==> config.mk <==
export PLATFORM = sky130hd
export DESIGN_NAME = link_bringup_sequencer
export DESIGN_NICKNAME = d
export VERILOG_FILES = /design/src/rtl/link_bringup_sequencer.sv
export SDC_FILE = /design/constraint.sdc
export NUM_CORES = 1
export LEC_CHECK = 0
export BUFFER_PORTS_ARGS = -buffer_cell sky130_fd_sc_hd__buf_2
export CAP_MARGIN = 30
export CORE_MARGIN = 2
export CORE_UTILIZATION = 55
export CTS_CLUSTER_SIZE = 20
export DETAILED_ROUTE_END_ITERATION = 7
export GPL_ROUTABILITY_DRIVEN = 0
export PLACE_DENSITY = 0.83
export SYNTH_ARGS = -nofsm -noshare
export SYNTH_HDL_FRONTEND = slang
export SYNTH_SLANG_ARGS = --single-unit
==> constraint.sdc <==
create_clock -name clk -period 2.95 [get_ports clk]
set_clock_uncertainty 0.15 [all_clocks]
set_input_delay 0.4425 -clock clk [delete_from_list [all_inputs] [get_ports clk]]
set_output_delay 0.4425 -clock clk [all_outputs]
set_load 0.02 [all_outputs]
==> src/rtl/link_bringup_sequencer.sv <==
// Link bring-up sequencer: owns the transmitter and receiver resets, releases
// the receiver first and then the transmitter, waits for receiver sync,
// watches the established link, and retries with a backoff on timeout, sync
// loss or too many receive errors. All outputs come straight from flops.
module link_bringup_sequencer #(
    parameter int RX_RST_CYCLES  = 4,
    parameter int TX_RST_CYCLES  = 8,
    parameter int SYNC_TIMEOUT   = 256,
    parameter int ERR_LIMIT      = 4,
    parameter int BACKOFF_CYCLES = 16,
    parameter int MAX_RETRY      = 3,
    parameter int CNT_W          = 16
) (
    input  logic       clk,
    input  logic       rst,
    input  logic       start_i,
    input  logic       stop_i,
    input  logic       rx_sync_i,
    input  logic       rx_err_i,
    output logic       tx_rst_o,
    output logic       rx_rst_o,
    output logic       tx_en_o,
    output logic       link_up_o,
    output logic       fail_o,
    output logic [1:0] retry_cnt_o
);

    localparam int ERR_W = $clog2(ERR_LIMIT + 1);

    // Timer values on the last cycle of each timed state: a state entered on
    // edge E with timer 0 leaves on edge E+N when the timer reads N-1.
    localparam logic [CNT_W-1:0] RX_LAST   = CNT_W'(RX_RST_CYCLES - 1);
    localparam logic [CNT_W-1:0] TX_LAST   = CNT_W'(TX_RST_CYCLES - 1);
    localparam logic [CNT_W-1:0] SYNC_LAST = CNT_W'(SYNC_TIMEOUT - 1);
    localparam logic [CNT_W-1:0] BO_LAST   = CNT_W'(BACKOFF_CYCLES - 1);
    localparam logic [ERR_W-1:0] ERR_MAX   = ERR_W'(ERR_LIMIT);
    localparam logic [1:0]       RETRY_MAX = 2'(MAX_RETRY);

    typedef enum logic [2:0] {
        S_IDLE,
        S_RX_RST,
        S_TX_RST,
        S_WAIT_SYNC,
        S_LINK_UP,
        S_BACKOFF,
        S_FAIL
    } state_t;

    state_t           state_q, state_d;
    logic [CNT_W-1:0] timer_q, timer_d;
    logic [ERR_W-1:0] err_cnt_q, err_cnt_d;
    logic [1:0]       retry_cnt_q, retry_cnt_d;
    logic             tx_rst_q, tx_rst_d;
    logic             rx_rst_q, rx_rst_d;
    logic             tx_en_q, tx_en_d;
    logic             link_up_q, link_up_d;
    logic             fail_q, fail_d;
    logic [ERR_W-1:0] err_next;
    logic             retry_req;

    // Error counter increment that sticks at the limit instead of wrapping.
    function automatic logic [ERR_W-1:0] err_sat_inc(input logic [ERR_W-1:0] cnt,
                                                     input logic             pulse);
        if (pulse && (cnt != ERR_MAX)) begin
            return cnt + ERR_W'(1);
        end
        return cnt;
    endfunction

    // Next-state, timer, error count and retry count.
    always_comb begin
        state_d     = state_q;
        timer_d     = timer_q + CNT_W'(1);
        err_cnt_d   = err_cnt_q;
        retry_cnt_d = retry_cnt_q;
        retry_req   = 1'b0;
        err_next    = err_sat_inc(err_cnt_q, rx_err_i);

        case (state_q)
            S_IDLE: begin
                if (start_i) begin
                    state_d     = S_RX_RST;
                    retry_cnt_d = 2'd0;
                end
            end
            S_RX_RST: begin
                if (timer_q == RX_LAST) state_d = S_TX_RST;
            end
            S_TX_RST: begin
                if (timer_q == TX_LAST) state_d = S_WAIT_SYNC;
            end
            S_WAIT_SYNC: begin
                // Sync arriving on the timeout edge still counts as success.
                if (rx_sync_i) begin
                    state_d   = S_LINK_UP;
                    err_cnt_d = '0;
                end else if (timer_q == SYNC_LAST) begin
                    retry_req = 1'b1;
                end
            end
            S_LINK_UP: begin
                err_cnt_d = err_next;
                // Sync loss and error limit on the same edge are one retry.
                if (!rx_sync_i || (err_next == ERR_MAX)) retry_req = 1'b1;
            end
            S_BACKOFF: begin
                if (timer_q == BO_LAST) state_d = S_RX_RST;
            end
            S_FAIL: begin
                if (start_i) begin
                    state_d     = S_RX_RST;
                    retry_cnt_d = 2'd0;
                end
            end
            default: state_d = S_IDLE;
        endcase

        if (retry_req) begin
            if (retry_cnt_q == RETRY_MAX) begin
                state_d = S_FAIL;
            end else begin
                retry_cnt_d = retry_cnt_q + 2'd1;
                state_d     = S_BACKOFF;
            end
        end

        // Abort overrides everything, including a simultaneous start.
        if (stop_i) begin
            state_d     = S_IDLE;
            retry_cnt_d = 2'd0;
        end

        // The timer restarts from zero on every state entry and idles at zero
        // in the untimed states.
        if ((state_d != state_q) || (state_d == S_IDLE) ||
            (state_d == S_LINK_UP) || (state_d == S_FAIL)) begin
            timer_d = '0;
        end
    end

    // Output decode from the next state so the registered outputs line up
    // with the state they describe.
    always_comb begin
        tx_rst_d  = 1'b1;
        rx_rst_d  = 1'b1;
        tx_en_d   = 1'b0;
        link_up_d = 1'b0;
        fail_d    = 1'b0;
        case (state_d)
            S_TX_RST: begin
                rx_rst_d = 1'b0;
            end
            S_WAIT_SYNC: begin
                tx_rst_d = 1'b0;
                rx_rst_d = 1'b0;
                tx_en_d  = 1'b1;
            end
            S_LINK_UP: begin
                tx_rst_d  = 1'b0;
                rx_rst_d  = 1'b0;
                tx_en_d   = 1'b1;
                link_up_d = 1'b1;
            end
            S_FAIL: begin
                fail_d = 1'b1;
            end
            default: ;
        endcase
    end

    // State, counters and registered outputs.
    always_ff @(posedge clk or posedge rst) begin
        if (rst) begin
            state_q     <= S_IDLE;
            timer_q     <= '0;
            err_cnt_q   <= '0;
            retry_cnt_q <= 2'd0;
            tx_rst_q    <= 1'b1;
            rx_rst_q    <= 1'b1;
            tx_en_q     <= 1'b0;
            link_up_q   <= 1'b0;
            fail_q      <= 1'b0;
        end else begin
            state_q     <= state_d;
            timer_q     <= timer_d;
            err_cnt_q   <= err_cnt_d;
            retry_cnt_q <= retry_cnt_d;
            tx_rst_q    <= tx_rst_d;
            rx_rst_q    <= rx_rst_d;
            tx_en_q     <= tx_en_d;
            link_up_q   <= link_up_d;
            fail_q      <= fail_d;
        end
    end

    assign tx_rst_o    = tx_rst_q;
    assign rx_rst_o    = rx_rst_q;
    assign tx_en_o     = tx_en_q;
    assign link_up_o   = link_up_q;
    assign fail_o      = fail_q;
    assign retry_cnt_o = retry_cnt_q;

endmodule

==> flow_metrics.py, run 1 <==
metrics = {
    "worst_setup_path": {
        "rr_worst_depth": 9,
        "critPathMaxFanout": 16,
        "endpoint_kind": "flip-flop",
        "reg2reg_from": "err_cnt_q[0]$_DFFE_PP0P_",
        "critical_path_class": "reg -> reg",
        "worst-endpoint-arrival_ns": 2.73,
        "required_ns": 3.00,
        "ff2ff_setup_slack_ns": 0.27,
        "start_kind": "flip-flop",
        "r2r-end": "timer_q[5]$_DFF_PP0_",
    },
    "logic_synthesis": {
        "synth_nets": 202,
        "yosys.area.top_type_share_pct": 35.62,
        "synth_top_cell_by_area": "dfrtp_1",
        "ys_ff_latch": 29,
        "ys_top_cells_by_area": "dfrtp_1, nor3_2, nand2_1, xor2_1, ha_1",
        "synth_top_flop_cell": "dfrtp_1",
        "async_flop_share_pct": 100.0,
        "ys_warn_count": 0,
        "syn_area_per_cell_um2": 9.931,
        "ys_types": 56,
        "synth_edf_count": 0,
        "syn_area_um2": 1897,
        "synthMostInstantiatedCell": "dfrtp_1",
        "syn_inst": 191,
        "synth_seq_area_share_pct": 38.39,
        "ys_top_cells_by_count": "dfrtp_1, nand2_1, nor3_1, nor2_1, nor3_2",
    },
    "global_routing": {
        "track_usage_pct": 20.86,
        "grt_max_degree": 30,
        "antenna_found_initial": 0,
        "grt_pass1_vias": 1432,
        "grt_first_pass_wirelength_mm": 6.313,
        "grt_overflow_total": 0,
    },
    "routing": {
        "ant_nets": 0,
        "wl_per_cell_um": 13.97,
        "met3_length_um": 128,
        "drt_iter0_markers": 98,
        "firstDrtPassIters": 4,
        "wl_met1_mm": 1.690,
        "topRoutingLayerUsed": "met4",
        "dr_wl_met2_mm": 1.636,
        "vias": 1459,
        "drc": 0,
        "totalWireLength_mm": 3.534,
        "via_per_inst": 5.767,
    },
    "die": {
        "start_util_pct": 56.84,
        "die_y_um": 62.73,
        "dieArea_um2": 3934,
        "coreArea_um2": 3337,
        "ios": 13,
        "rows": 21,
        "die_x_um": 62.73,
    },
    "clocking": {
        "insertion_delay_ns": 0.36,
        "cts_tree": "done",
        "cts_buffers": 5,
        "clock_sinks": 29,
        "cts-resized-gates": 0,
        "ctsHtreeMaxLevel": 2,
        "cts_root_buffer": "clkbuf_4",
        "path_clk_slew_ns": 0.11,
        "clockBufferDepth": 2,
    },
    "timing": {
        "hold_viol": 0,
        "worstMarginPinSlew_ns": 0.6036,
        "relSlewSlack_pct": 59.74,
        "post-route-min-period_ns": 2.677,
        "holdWs_ns": 0.1735,
        "finalSetupTns_ns": 0,
        "fmaxAchievable_mhz": 373.5,
        "drv_slew": 0,
        "min_period_over_period_pct": 90.76,
        "rsz0062_at_grt": "false",
        "setup_viol_count_final": 0,
    },
    "final_layout": {
        "layout.nets": 217,
        "drive_above_1_share_pct": 24.15,
        "num_antenna_cells": 0,
        "layout-area-overhead-vs-synth_pct": 10.16,
        "fill_cells": 288,
    },
    "power": {
        "leakage_nw": 0.8874,
        "powerDensity_nw_per_um2": 435.9,
        "vdd_drop_max_v": 0.0005959,
    },
    "hold_path": {
        "min_path_type": "in -> reg",
        "worstHoldEndpoint": "retry_cnt_o[1]$_DFF_PP0_",
        "hp-start": "stop_i",
        "hold_depth": 2,
    },
    "run_status": {
        "status": "finished clean",
    },
    "placement": {
        "portBuffers": 12,
        "dpl.hpwl_mm": 2.487,
    },
    "job": {
        "drv_cap": 0,
    },
}
==> repair_timing <==
item	CTS	global route
setup buffers	0	0
hold buffers	1	0
hold endpoints to repair	27	0
==> how the worst max path moves through the flow <==
| stage | start | end |
|---|---|---|
| finish | err_cnt_q[0]$_DFFE_PP0P_ | timer_q[5]$_DFF_PP0_ |
| global route | err_cnt_q[0]$_DFFE_PP0P_ | timer_q[3]$_DFF_PP0_ |
| CTS | err_cnt_q[0]$_DFFE_PP0P_ | timer_q[5]$_DFF_PP0_ |
| detailed placement | err_cnt_q[0]$_DFFE_PP0P_ | timer_q[5]$_DFF_PP0_ |
| global placement | err_cnt_q[0]$_DFFE_PP0P_ | timer_q[15]$_DFF_PP0_ |
| floorplan | err_cnt_q[0]$_DFFE_PP0P_ | timer_q[0]$_DFF_PP0_ |
==> kinds of logic after synthesis <==
group / share of synthesized area (%)
AOI/OAI and AO/OA: 13.52
xor gates and xnor gates: 6.926
adders and majority gates: 3.298
buffers and inverters: 4.353
DFF: 38.39
muxes: 0.7913
and+or+nand+nor: 32.72
==> where the power goes <==
group / total, W / switching (W) / leakage, nW / internal (W)
combinational: 0.0000843 / 0.0000541 / 0.436 / 0.0000302
clock: 0.000415 / 0.000152 / 0.0552 / 0.000262
sequential: 0.000412 / 0.00000925 / 0.396 / 0.000403
==> stage by stage <==
stage	util, %	power, W	instances	cell area [µm²]	setup slack, ns
6_report	62.62	0.0009107	253	2090	0.2725
5_1_grt	62.62	0.0009486	253	2090	0.09541
3_3_place_gp	59.24	0.0005013	244	1977	0.4029
4_1_cts	62.62	0.0009212	253	2090	0.2582
3_5_place_dp	59.24	0.0005033	244	1977	0.3130
2_1_floorplan	-	0.0004863	191	1897	0.4446
==> flip-flops by register name, summed over array words and instances, names as in the netlist <==
signal       flops
timer_q         16
err_cnt_q        3
state_q          3
retry_cnt_o      2
fail_o           1
link_up_o        1
rx_rst_o         1
tx_en_o          1
tx_rst_o         1
==> layout by cell type, fill, tap and decap left out, types with 5 or more instances in the layout <==
cell type  Yosys  routed
xor2_1         8       8
buf_2          3      12
ha_1           5       5
nand4_1        6       6
nor3_2        10      10
nor3_1        11      11
dfrtp_1       27      27
nand3_1        8       8
nor2_1        10      10
inv_1          8       8
nand2_1       20      20
xnor2_1        7       7
clkbuf_4       0       5
==> worst max-delay path, cell delays in order (launching register included) <==
cell,delay [ns]
dfrtp_1,0.41
inv_1,0.08
ha_1,0.22
a21boi_2,0.25
mux2_4,0.33
a31oi_2,0.30
nand2_1,0.18
a211oi_2,0.22
buf_4,0.28
nor3_1,0.09
==> routing by layer <==
layer  vias to the layer above  global-route usage [%]
met4                         0                   10.00
li1                        728                       -
met1                       695                   27.32
met3                        10                   6.126
met2                        26                   31.72
met5                         -                       0
==> layout make-up <==
class | instances | area [µm²] | share of cell area, %
Sequential cell | 29 | 728.2 | 34.85
Clock buffer | 5 | 37.54 | 1.796
Tap cell | 46 | 57.56 | 2.754
Inverter | 8 | 30.03 | 1.437
Timing Repair Buffer | 15 | 85.08 | 4.072
Clock inverter | 3 | 65.06 | 3.114
Multi-Input combinational cell | 147 | 1086 | 51.98
Power figures use the tool's default switching activity.
==> inputs of run 2 (changes only) <==
- PLACE_DENSITY: 0.83 -> 0.71
==> run 2 against run 1 <==
Cell count shrank 0.40%. Combinational power grew 1%. Critical path depth is the same. Sequential share of layout area grew 1.1 points. Via count grew 2.9%. Total power shrank 20%. Worst setup slack lost 0.031 ns. Non-clock buffer count shrank 1. Final area shrank 2.9%. Clock-buffer cell count grew 1.
==> flow_metrics.py, run 2 (synthesized netlist as in run 1, its figures left out) <==
metrics = {
    "run_status": {
        "status": "finished clean",
    },
    "global_routing": {
        "antenna_found_initial": 0,
        "track_usage_pct": 21.43,
        "grt_first_pass_wirelength_mm": 6.548,
        "grt_pass1_vias": 1461,
        "grt_max_degree": 30,
        "grt_overflow_total": 0,
    },
    "final_layout": {
        "drive_above_1_share_pct": 23.79,
        "largest_register_ff_count": 16,
        "num_antenna_cells": 0,
        "mostFrequentLayoutCells": "dfrtp_1, nand2_1, buf_2",
        "reg_top3": "timer_q x16, err_cnt_q x3, state_q x3",
        "regMostFlops": "timer_q",
        "layout.nets": 216,
        "final_common_cell": "dfrtp_1",
        "layout-area-overhead-vs-synth_pct": 6.926,
        "fill_cells": 315,
    },
    "timing": {
        "finalSetupTns_ns": 0,
        "post-route-worst-setup-slack_ns": 0.2413,
        "relSlewSlack_pct": 58.89,
        "worstMarginPinSlew_ns": 0.6164,
        "min_period_over_period_pct": 91.82,
        "setup_viol_count_final": 0,
        "holdWs_ns": 0.01279,
        "hold_viol": 0,
        "rsz0062_at_grt": "false",
        "drv_slew": 0,
        "fmaxAchievable_mhz": 369.2,
        "post-route-min-period_ns": 2.709,
    },
    "clocking": {
        "cts_root_buffer": "clkbuf_4",
        "insertion_delay_ns": 0.33,
        "cts_buffers": 5,
        "post_cts_buffers": 0,
        "cts-resized-gates": 0,
        "cts_tree": "done",
        "holdBufCountCts": 0,
        "clock_sinks": 29,
        "ctsHtreeMaxLevel": 2,
        "clockBufferDepth": 2,
        "path_clk_slew_ns": 0.10,
    },
    "die": {
        "die_x_um": 62.73,
        "dieArea_um2": 3934,
        "coreArea_um2": 3337,
        "start_util_pct": 56.84,
        "rows": 21,
        "ios": 13,
        "die_y_um": 62.73,
    },
    "placement": {
        "portBuffers": 12,
        "dp_slack_ns": 0.2905,
        "dpl.hpwl_mm": 2.777,
    },
    "worst_setup_path": {
        "critical_path_class": "reg -> reg",
        "crit_start": "err_cnt_q[0]$_DFFE_PP0P_",
        "critPathMaxStageDelay_ns": 0.43,
        "path_cells": "inv_1, ha_1, a21boi_2, mux2_4, a31oi_2, nand2_1, a211oi_2, buf_4, nor3_1",
        "start_kind": "flip-flop",
        "ff2ff_setup_slack_ns": 0.24,
        "required_ns": 2.98,
        "worst-endpoint-arrival_ns": 2.74,
        "critPathCapture": "timer_q[3]$_DFF_PP0_",
        "critPathBufInv": 2,
        "critical-path-slowest-cell": "dfrtp_1",
        "rr_worst_depth": 9,
        "crit_family": "compound AO/OA/AOI/OAI gates",
        "critPathMaxFanout": 16,
        "reg2reg_from": "err_cnt_q[0]$_DFFE_PP0P_",
        "r2r-end": "timer_q[3]$_DFF_PP0_",
        "path_depth": 9,
        "endpoint_kind": "flip-flop",
    },
    "routing": {
        "via_per_inst": 5.956,
        "drt_iter0_markers": 64,
        "drc": 0,
        "wl_per_cell_um": 14.92,
        "totalWireLength_mm": 3.759,
        "vias": 1501,
        "ant_nets": 0,
        "firstDrtPassIters": 4,
    },
    "job": {
        "drv_cap": 0,
    },
    "power": {
        "vdd_drop_max_v": 0.0002783,
        "leakage_nw": 0.8601,
        "powerDensity_nw_per_um2": 357.4,
    },
    "hold_path": {
        "min_path_type": "in -> async",
    },
}
-- run 2: cell count changes in the layout (fill, tap and decap cells not counted) --
cell and delta:
bufinv_16 -2, clkbuf_1 +1, dlygate4sd3_1 -1, clkinv_2 +1
-- run 2: worst min path at each step --
stage	cells after the start	from	to	slack [ns]
finish	3	rst	fail_o$_DFF_PP0_	0.01
global route	3	rst	state_q[2]$_DFF_PP0_	0.04
CTS	3	rst	timer_q[4]$_DFF_PP0_	0.02
detailed placement	1	timer_q[0]$_DFF_PP0_	timer_q[0]$_DFF_PP0_	0.37
global placement	3	rst	tx_en_o$_DFF_PP0_	0.37
floorplan	1	timer_q[0]$_DFF_PP0_	timer_q[0]$_DFF_PP0_	0.34
-- run 2: through the flow --
| stage | power, W | cells | cell area, µm² | utilization, % |
|---|---|---|---|---|
| floorplan | 0.0004863 | 191 | 1897 | - |
| global placement | 0.0005009 | 244 | 1977 | 59.24 |
| detailed placement | 0.0005050 | 244 | 1977 | 59.24 |
| CTS | 0.0007369 | 252 | 2028 | 60.78 |
| global route | 0.0007686 | 252 | 2028 | 60.78 |
| finish | 0.0007250 | 252 | 2028 | 60.78 |
-- run 2: power by group --
part           internal, W  switching [W]  leakage [nW]  total (W)
clock            0.0000906       0.000137        0.0320   0.000228
sequential        0.000403     0.00000938         0.396   0.000412
combinational    0.0000295      0.0000559         0.432  0.0000853
-- run 2: routing by layer --
| metal | wire length [µm] | up-vias | GRT usage [%] |
|---|---|---|---|
| met1 | 1615 | 732 | 26.46 |
| met2 | 1914 | 34 | 35.48 |
| met5 | 0 | - | 0 |
| li1 | - | 725 | - |
| met4 | 82 | 0 | 8.889 |
| met3 | 146 | 10 | 5.766 |
-- run 2: layout make-up --
type	instances	area, µm²	area share (%)
tap	46	57.56	2.838
clock buffer	6	41.29	2.036
clock inverter	2	10.01	0.4935
multi-input combinational	147	1086	53.55
inverter	8	30.03	1.481
sequential	29	728.2	35.90
timing repair buffer	14	75.07	3.701
-- run 2: worst reg2reg max path, cell delays in order (launching register included) --
cell and delay (ns):
dfrtp_1 0.43, inv_1 0.09, ha_1 0.23, a21boi_2 0.26, mux2_4 0.33, a31oi_2 0.31
nand2_1 0.18, a211oi_2 0.21, buf_4 0.28, nor3_1 0.09
==> inputs of run 3 (changes only) <==
- CORE_ASPECT_RATIO: not set -> 0.8
==> run 3 against run 2 <==
Non-clock buffer count did not move. Fmax rose by 0.24%. Global-route usage rose by 0.54 points.
==> flow_metrics.py, run 3 (synthesized netlist as in run 1, its figures left out) <==
metrics = {
    "final_layout": {
        "fin_util_pct": 61.86,
        "ff_latch_area_um2": 728.2,
        "mostFrequentLayoutCells": "dfrtp_1, nand2_1, buf_2",
        "num_antenna_cells": 0,
        "final_common_cell": "dfrtp_1",
        "multi_input_area_um2": 1086,
        "largest_register_ff_count": 16,
        "reg_top3": "timer_q x16, err_cnt_q x3, state_q x3",
        "drive_above_1_share_pct": 23.79,
        "layout.nets": 216,
        "fin_area_um2": 2088,
        "fill_cells": 280,
        "regMostFlops": "timer_q",
        "layout-area-overhead-vs-synth_pct": 10.09,
    },
    "clocking": {
        "path_clk_slew_ns": 0.06,
        "ctsHtreeMaxLevel": 2,
        "insertion_delay_ns": 0.28,
        "cts_tree": "done",
        "cts_buffers": 5,
        "clock_sinks": 29,
        "holdBufCountCts": 0,
        "clockBufferDepth": 2,
        "post_cts_buffers": 0,
        "cts-resized-gates": 0,
        "cts_root_buffer": "clkbuf_8",
    },
    "global_routing": {
        "grt_first_pass_wirelength_mm": 6.741,
        "grt_overflow_total": 0,
        "grt_max_degree": 21,
        "antenna_found_initial": 0,
        "track_usage_pct": 21.97,
        "grt_pass1_vias": 1459,
    },
    "timing": {
        "hold_viol": 0,
        "setup_viol_count_final": 0,
        "fmaxAchievable_mhz": 370.1,
        "holdWs_ns": 0.1400,
        "post-route-min-period_ns": 2.702,
        "relSlewSlack_pct": 48.94,
        "worstMarginPinSlew_ns": 0.7651,
        "drv_slew": 0,
        "finalSetupTns_ns": 0,
        "rsz0062_at_grt": "false",
        "min_period_over_period_pct": 91.60,
    },
    "die": {
        "ios": 13,
        "die_x_um": 69.66,
        "rows": 19,
        "start_util_pct": 56.19,
        "die_y_um": 56.53,
        "coreArea_um2": 3376,
        "dieArea_um2": 3937,
    },
    "power": {
        "vdd_drop_max_v": 0.0005160,
        "leakage_nw": 0.8865,
        "internal-power_w": 0.0007077,
        "power_frac_comb_pct": 9.3,
        "power.switching_w": 0.0002088,
        "sw_frac_of_total_pct": 22.78,
        "pwr-share-clk_pct": 45.7,
        "seqPwrFrac_pct": 45.0,
        "powerDensity_nw_per_um2": 438.9,
        "finalPower_w": 0.0009165,
    },
    "worst_setup_path": {
        "start_kind": "flip-flop",
        "required_ns": 2.93,
        "reg2reg_from": "err_cnt_q[0]$_DFFE_PP0P_",
        "critPathCapture": "timer_q[3]$_DFF_PP0_",
        "ff2ff_setup_slack_ns": 0.25,
        "crit_start": "err_cnt_q[0]$_DFFE_PP0P_",
        "endpoint_kind": "flip-flop",
        "rr_worst_depth": 9,
        "critical_path_class": "reg -> reg",
        "critPathMaxFanout": 16,
        "worst-endpoint-arrival_ns": 2.68,
        "r2r-end": "timer_q[3]$_DFF_PP0_",
    },
    "routing": {
        "totalWireLength_mm": 3.806,
        "firstDrtPassIters": 4,
        "wl_per_cell_um": 15.35,
        "via_per_inst": 5.871,
        "vias": 1456,
        "drt_iter0_markers": 107,
        "ant_nets": 0,
        "drc": 0,
    },
    "placement": {
        "place_area_um2": 1972,
        "portBuffers": 12,
        "dpl.hpwl_mm": 2.825,
    },
    "job": {
        "drv_cap": 0,
    },
    "run_status": {
        "status": "finished clean",
    },
    "hold_path": {
        "min_path_type": "in -> async",
    },
}
## run 3: changes by cell type in the layout (fill, tap and decap cells not counted)
cell       before  now
bufinv_16       0    1
clkbuf_4        5    0
clkbuf_8        0    6
clkinv_2        2    0
## run 3: layout make-up
type,instances,area share [%]
multi-input cells,147,52.01
flip-flops and latches,29,34.87
inverters,8,1.438
clock inverters,1,1.438
clock buffers,7,4.134
repair buffers,14,3.595
well taps,42,2.516
## run 3: power by group through the flow
stage / Clock, W / Sequential (W) / Combinational [W]
after global routing: 0.000450 / 0.000414 / 0.0000960
after CTS: 0.000432 / 0.000412 / 0.0000855
after detailed placement: 0 / 0.000419 / 0.0000853
final: 0.000419 / 0.000412 / 0.0000853
after global placement: 0 / 0.000418 / 0.0000811
after floorplan: 0 / 0.000415 / 0.0000712
## run 3: layer usage
metal | up-vias | share of wire, % | global-route usage [%]
li1 | 727 | - | -
met4 | 0 | 1.5 | 9.341
met2 | 22 | 46 | 33.10
met3 | 7 | 4.4 | 6.643
met5 | - | 0 | 0
met1 | 700 | 48 | 29.57
## run 3: worst min path at each step
stage,startpoint,end,depth (start not counted)
after global routing,rst,timer_q[6]$_DFF_PP0_,2
after detailed placement,timer_q[0]$_DFF_PP0_,timer_q[0]$_DFF_PP0_,1
after CTS,rst,timer_q[6]$_DFF_PP0_,2
final,rst,timer_q[8]$_DFF_PP0_,2
after global placement,err_cnt_q[0]$_DFFE_PP0P_,err_cnt_q[0]$_DFFE_PP0P_,2
after floorplan,timer_q[0]$_DFF_PP0_,timer_q[0]$_DFF_PP0_,1
## run 3: per-stage QoR
stage               cells  worst slack [ns]
finish                248            0.2478
CTS                   248            0.2715
global placement      240            0.4350
global route          248           0.07237
floorplan             191            0.4446
detailed placement    240            0.2761
## run 3: critical path: stages (launching register included)
cell and delay [ns]:
dfrtp_1 0.39, inv_1 0.08, ha_1 0.22, a21boi_2 0.27, mux2_4 0.33, a31oi_2 0.32
nand2_1 0.19, a211oi_2 0.21, buf_4 0.28, nor3_1 0.09
